## src/rtl/prompt_pkg.sv

```systemverilog
// prompt_pkg: shared constants, prompt codes and decoder state encoding
// for prompt_string_decoder. The GAP state only exists when the
// PROMPT_GAP_EN macro is defined.
package prompt_pkg;

    localparam int STRING_W   = 64;
    localparam int BITCNT_W   = 7;              // holds 0..STRING_W
    localparam int ONES_W     = 3;              // holds 0..MAX_ONES
    localparam int COUNT_W    = 6;              // holds 0..MAX_TOKENS
    localparam int MAX_ONES   = 4;
    localparam int MAX_TOKENS = STRING_W / 2;   // shortest token is "10"

    typedef enum logic [2:0] {
        PROMPT_NONE   = 3'd0,
        PROMPT_TOGGLE = 3'd1,
        PROMPT_PUSH   = 3'd2,
        PROMPT_MIC    = 3'd3,
        PROMPT_MOUSE  = 3'd4
    } prompt_t;

    typedef enum logic [2:0] {
        ST_IDLE  = 3'd0,
        ST_SKIP  = 3'd1,
        ST_COUNT = 3'd2,
        ST_EMIT  = 3'd3,
`ifdef PROMPT_GAP_EN
        ST_GAP   = 3'd4,
`endif
        ST_DONE  = 3'd5
    } state_t;

    // Token counter increment that stops at the most tokens a string can hold.
    function automatic logic [COUNT_W-1:0] sat_inc(input logic [COUNT_W-1:0] value);
        return (value >= COUNT_W'(MAX_TOKENS)) ? value : value + COUNT_W'(1);
    endfunction

endpackage

```

## src/rtl/gap_timer.sv

```systemverilog
// gap_timer: loadable down-counter used to hold the decoder idle between
// prompts. expired pulses during the last cycle of the loaded interval.
// Only instantiated when PROMPT_GAP_EN is defined.
module gap_timer #(
    parameter int WIDTH = 3
) (
    input  logic             clock,
    input  logic             reset,
    input  logic             load,
    input  logic [WIDTH-1:0] load_value,
    output logic             expired
);

    logic [WIDTH-1:0] remaining_q;

    // Reload on request, otherwise count down to zero and stay there.
    always_ff @(posedge clock) begin
        if (!reset) begin
            remaining_q <= '0;
        end else if (load) begin
            remaining_q <= load_value;
        end else if (remaining_q != '0) begin
            remaining_q <= remaining_q - WIDTH'(1);
        end
    end

    // Last cycle of the interval: the count is about to reach zero.
    assign expired = (remaining_q == WIDTH'(1));

endmodule

```

## src/rtl/prompt_string_decoder.sv

```systemverilog
// prompt_string_decoder: walks a 64-bit prompt string MSB-first, skips the
// leading zeros, then decodes unary tokens (k ones + one zero, k = 1..4)
// into prompt codes handed out over a valid/ready handshake.
// The string input is called prompt_string because "string" is a
// SystemVerilog keyword.
// Optional feature: define PROMPT_GAP_EN to insert GAP_CYCLES idle cycles
// after every accepted prompt.
module prompt_string_decoder
    import prompt_pkg::*;
#(
    parameter int GAP_CYCLES = 4
) (
    input  logic                clock,
    input  logic                reset,
    input  logic                start,
    input  logic [STRING_W-1:0] prompt_string,
    output logic [2:0]          prompt,
    output logic                prompt_valid,
    input  logic                prompt_ready,
    output logic                done,
    output logic                error,
    output logic [COUNT_W-1:0]  count,
    output logic                busy
);

    state_t                state_q,  state_d;
    logic [STRING_W-1:0]   shreg_q,  shreg_d;
    logic [BITCNT_W-1:0]   bitcnt_q, bitcnt_d;
    logic [ONES_W-1:0]     ones_q,   ones_d;
    logic [COUNT_W-1:0]    count_q,  count_d;
    logic                  error_q,  error_d;
    prompt_t               code_q,   code_d;

`ifdef PROMPT_GAP_EN
    localparam int GAP_W = (GAP_CYCLES > 1) ? $clog2(GAP_CYCLES + 1) : 1;

    logic gap_load;
    logic gap_expired;

    gap_timer #(
        .WIDTH      (GAP_W)
    ) u_gap_timer (
        .clock      (clock),
        .reset      (reset),
        .load       (gap_load),
        .load_value (GAP_W'(GAP_CYCLES)),
        .expired    (gap_expired)
    );
`endif

    // State and datapath registers; synchronous active-low reset.
    always_ff @(posedge clock) begin
        // NOTE: non-blocking assignments so every register samples the
        // pre-edge value of every other register.
        if (!reset) begin
            state_q  <= ST_IDLE;
            // NOTE: the shift register is ordinary state, not a memory
            // array, so it is cleared along with everything else.
            shreg_q  <= '0;
            bitcnt_q <= '0;
            ones_q   <= '0;
            count_q  <= '0;
            error_q  <= 1'b0;
            code_q   <= PROMPT_NONE;
        end else begin
            state_q  <= state_d;
            shreg_q  <= shreg_d;
            bitcnt_q <= bitcnt_d;
            ones_q   <= ones_d;
            count_q  <= count_d;
            error_q  <= error_d;
            code_q   <= code_d;
        end
    end

    // Next-state and datapath update: one string bit consumed per cycle.
    always_comb begin
        // NOTE: every signal assigned here gets a hold default first, so no
        // branch can leave one unassigned and infer a latch.
        state_d  = state_q;
        shreg_d  = shreg_q;
        bitcnt_d = bitcnt_q;
        ones_d   = ones_q;
        count_d  = count_q;
        error_d  = error_q;
        code_d   = code_q;
`ifdef PROMPT_GAP_EN
        gap_load = 1'b0;
`endif

        case (state_q)
            ST_IDLE: begin
                if (start) begin
                    shreg_d  = prompt_string;
                    bitcnt_d = '0;
                    ones_d   = '0;
                    count_d  = '0;
                    error_d  = 1'b0;
                    state_d  = ST_SKIP;
                end
            end

            ST_SKIP: begin
                if (shreg_q == '0) begin
                    state_d = ST_DONE;
                end else if (shreg_q[STRING_W-1]) begin
                    // First token bit reached; COUNT consumes it.
                    state_d = ST_COUNT;
                end else begin
                    shreg_d  = shreg_q << 1;
                    bitcnt_d = bitcnt_q + BITCNT_W'(1);
                end
            end

            ST_COUNT: begin
                if (ones_q == '0 && shreg_q == '0) begin
                    // Only trailing zeros left between tokens: clean end.
                    state_d = ST_DONE;
                end else if (bitcnt_q == BITCNT_W'(STRING_W)) begin
                    // String ran out inside a token (no terminating zero).
                    state_d = ST_DONE;
                    error_d = 1'b1;
                end else begin
                    shreg_d  = shreg_q << 1;
                    bitcnt_d = bitcnt_q + BITCNT_W'(1);
                    if (shreg_q[STRING_W-1]) begin
                        if (ones_q == ONES_W'(MAX_ONES)) begin
                            // A fifth one: no such token.
                            state_d = ST_DONE;
                            error_d = 1'b1;
                        end else begin
                            ones_d = ones_q + ONES_W'(1);
                        end
                    end else if (ones_q == '0) begin
                        // A zero with no ones before it, more ones still to come.
                        state_d = ST_DONE;
                        error_d = 1'b1;
                    end else begin
                        code_d  = prompt_t'(ones_q);
                        state_d = ST_EMIT;
                    end
                end
            end

            ST_EMIT: begin
                if (prompt_ready) begin
                    count_d = sat_inc(count_q);
                    ones_d  = '0;
`ifdef PROMPT_GAP_EN
                    if (GAP_CYCLES > 0) begin
                        gap_load = 1'b1;
                        state_d  = ST_GAP;
                    end else begin
                        state_d  = ST_COUNT;
                    end
`else
                    state_d = ST_COUNT;
`endif
                end
            end

`ifdef PROMPT_GAP_EN
            ST_GAP: begin
                if (gap_expired) begin
                    state_d = ST_COUNT;
                end
            end
`endif

            ST_DONE: begin
                state_d = ST_IDLE;
            end

            default: begin
                state_d = ST_IDLE;
            end
        endcase
    end

    // Outputs decoded from the current state; prompt is forced to zero outside EMIT.
    always_comb begin
        prompt_valid = (state_q == ST_EMIT);
        prompt       = prompt_valid ? code_q : PROMPT_NONE;
        done         = (state_q == ST_DONE);
        busy         = (state_q != ST_IDLE);
        error        = error_q;
        count        = count_q;
    end

endmodule
```

## config.mk

```make
export PLATFORM = sky130hd
export DESIGN_NAME = prompt_string_decoder
export DESIGN_NICKNAME = d
export VERILOG_FILES = /design/src/rtl/prompt_pkg.sv /design/src/rtl/gap_timer.sv /design/src/rtl/prompt_string_decoder.sv
export SDC_FILE = /design/constraint.sdc
export NUM_CORES = 1
export LEC_CHECK = 0
export CORE_MARGIN = 10
export CORE_UTILIZATION = 54
export CTS_CLUSTER_DIAMETER = 30
export DETAILED_ROUTE_END_ITERATION = 12
export DONT_BUFFER_PORTS = 1
export PLACE_DENSITY = 0.76
export SYNTH_ARGS = -nofsm -noshare
export SYNTH_HDL_FRONTEND = slang
export SYNTH_SLANG_ARGS = --single-unit
export TNS_END_PERCENT = 20
```

## constraint.sdc

```tcl
create_clock -name clock -period 3 [get_ports clock]
set_input_delay 0.75 -clock clock [delete_from_list [all_inputs] [get_ports clock]]
set_output_delay 0.75 -clock clock [all_outputs]
set_load 0.01 [all_outputs]
```

==> results.md <==
- Status: finished, final reports clean
- Worst path max stage delay: 0.61 ns
- Layout area overhead: 6.126%
- CTS sink cnt: 87
- Hold_sp: shreg_q[42]
- Skew final: 0.008106 ns
- Die span in y: 110.4 um
- Post-CTS Hold Fix Bufs: 0
- Most common cell after layout, fill and taps aside: dfxtp_1
- Post-synth EDFFs: 0
- Sequential share of the synthesized area: 39.48%
- Slew margin rel.: 27.19%
- Worst-path clk slew: 0.09 ns
- Dominant synthesized flop cell: dfxtp_1
- Post-route minimum period: 2.667 ns
- CP startpoint kind: register
- RSZ-0062 raised after global routing: no
- Diodes inserted: 0
- R2r startpoint: shreg_q[63]
- IR drop worst, VDD: 0.3306 mV
- Total CTS buffers: 9
- Max Cap Viol: 0
- Antenna-violating nets left: 0
- Crit path required time: 3.30 ns
- Slew Limit Fails: 0
- HPWL Detailed: 7.345 mm
- CTS tree: built
- Max Clk Rate: 375.0 MHz
- Hold Crit Class: reg -> reg
- Total track usage: 17.27%
- GRT Residual Overflow: 0
- Number of DRC markers in iteration 0: 293
- # Post-CTS Setup Buffers: 0
- Cell count after synthesis: 546
- WHS: 0.4759 ns
- Crit path kind: reg -> reg
- Most used cell, CP: buf_12
- Pwr Density: 687.0 nW/um^2
- Vias per cell: 6.121
- Routed wire per std cell: 16.87 um
- CP Launch Point: shreg_q[63]
- Final setup viols: 0
- Slowest CP cell: or4_4
- Clock Tree Root: clkbuf_8
- Fin crit share: 88.90%
- Final nets: 593
- Syn_area_per_cell: 8.080 um^2
- Leading post-synthesis cells by cell area: dfxtp_1, a22o_1, nand3_1
- Cts repair resizes: 0
- Final wirelength: 10.56 mm
- Die W: 110.4 um
- #FFs+latches synth: 87
- Layout cells sized above 1: 6.107%
- Power Total: 3.216 mW
- Htree depth: 3
- Pin count of the biggest net entering global routing: 153
- Yosys cell types: 43
- Global-route wire length before repair: 17.08 mm
- Syn. warnings: 0
- IO Count: 81
- Synthesized area: 4412 um^2
- Port bufs: 0
- Syn_nets: 620
- Full die area: 12180 um^2
- Drt pass-1 iters: 5
- Skew-Pair Late Insertion Delay: 0.36 ns
- FFs w/ async S/R, synth: 0%
- Starting density of the core: 56.22%
- Post-synthesis cell type with the largest combined area: dfxtp_1
- # rows: 32
- Worst setup EP type: register
- Final Hold Viols: 0
- Vias in the first global route: 3448
- CP arrival: 2.96 ns
- Most frequent cells in the layout: dfxtp_1, nand2_1, nand3_1, a22o_1, o21ai_1
- Setup TNS: 0 ns
- Yosys top cell area share: 39.48%
- Crit path cell chain: nor4_1, nand4_1, or4_4, o211ai_4, buf_12, buf_12, nand3_1, o21ai_1
- Worst-path maximum fanout: 25
- Leakage: 1.672 nW
- Core ar.: 7848 um^2
- GP Congestion: 0.8716
- Slew @ Worst Pin: 1.065 ns
- Via count: 3832
- Bufs on Longest Clock Path: 2
- Initial antenna violation count: 0
- DR DRC count: 0
flip-flops by register name (all words and copies together), names as in the netlist:
register / count
bitcnt_q: 7
code_q: 3
count: 6
error: 1
ones_q: 3
shreg_q: 64
state_q: 3
final cells by class:
class,instances,area (um^2)
Clock inverter,6,68.82
Timing Repair Buffer,10,162.7
Tap cell,102,127.6
Multi-Input combinational cell,402,2410
Clock buffer,10,137.6
Inverter,9,33.78
Sequential cell,87,1742
Fill cell,727,3166
metal layers:
metal  vias to the layer above  global-route usage (%)  part of all wire, %
li1                       1935                       -                    -
met1                      1787                   22.12                   43
met2                        97                   26.39                   47
met3                        13                   6.384                  8.8
met4                         0                   5.505                  1.4
met5                         -                       0                    0
worst max-delay path, delay by kind of cell (launching register included):
family / cells / cell delay (ns)
simple gates: 4 / 1.38
compound gates: 2 / 0.48
flops: 1 / 0.39
buf+inv: 2 / 0.36
cell families (layout without fill, tap and decap cells):
logic type | Yosys count | in the layout | share of synthesized area [%]
compound gates | 162 | 162 | 24.99
xor+xnor | 8 | 8 | 1.588
fa+ha+maj | 6 | 6 | 1.702
buf+inv | 57 | 35 | 6.410
flops | 87 | 87 | 39.48
mux | 4 | 4 | 0.9076
simple gates | 222 | 222 | 24.93
report_power, final:
| group | switching (mW) | total [mW] | internal [mW] |
|---|---|---|---|
| clock | 0.433 | 0.845 | 0.412 |
| combinational | 0.511 | 0.924 | 0.413 |
| sequential | 0.141 | 1.45 | 1.31 |
stage by stage:
stage	instances	setup slack, ns	util, %	area, um^2
floorplan	546	0.7988	-	4412
global placement	610	0.4493	57.03	4476
detailed placement	610	0.3929	57.03	4476
CTS	626	0.3694	59.66	4682
global route	626	0.2316	59.66	4682
finish	626	0.3331	59.66	4682
Yosys cell counts (3+ instances only):
| master | number |
|---|---|
| dfxtp_1 | 87 |
| nand2_1 | 76 |
| nand3_1 | 74 |
| a22o_1 | 63 |
| o21ai_1 | 57 |
| clkbuf_1 | 33 |
| nor4_1 | 17 |
| nor2_1 | 13 |
| o21ai_0 | 13 |
| a21oi_1 | 11 |
| buf_6 | 8 |
| inv_1 | 8 |
| nor2b_1 | 7 |
| clkbuf_2 | 6 |
| ha_1 | 6 |
| nand2b_1 | 6 |
| nand4_1 | 6 |
| nand3b_1 | 5 |
| o22ai_1 | 5 |
| xor2_1 | 5 |
| and2_1 | 4 |
| and3_1 | 4 |
| mux2i_1 | 4 |
| a21boi_0 | 3 |
| o211ai_1 | 3 |
| xnor2_1 | 3 |
final timing paths:
kind                                    end  slack, ns  cells after the start
worst max register to register  shreg_q[22]       0.33                      8
worst max-delay path            shreg_q[22]       0.33                      8
worst min register to register  shreg_q[42]       0.48                      2
worst min-delay path            shreg_q[42]       0.48                      2
No activity file was read; power rests on OpenSTA's default activity.
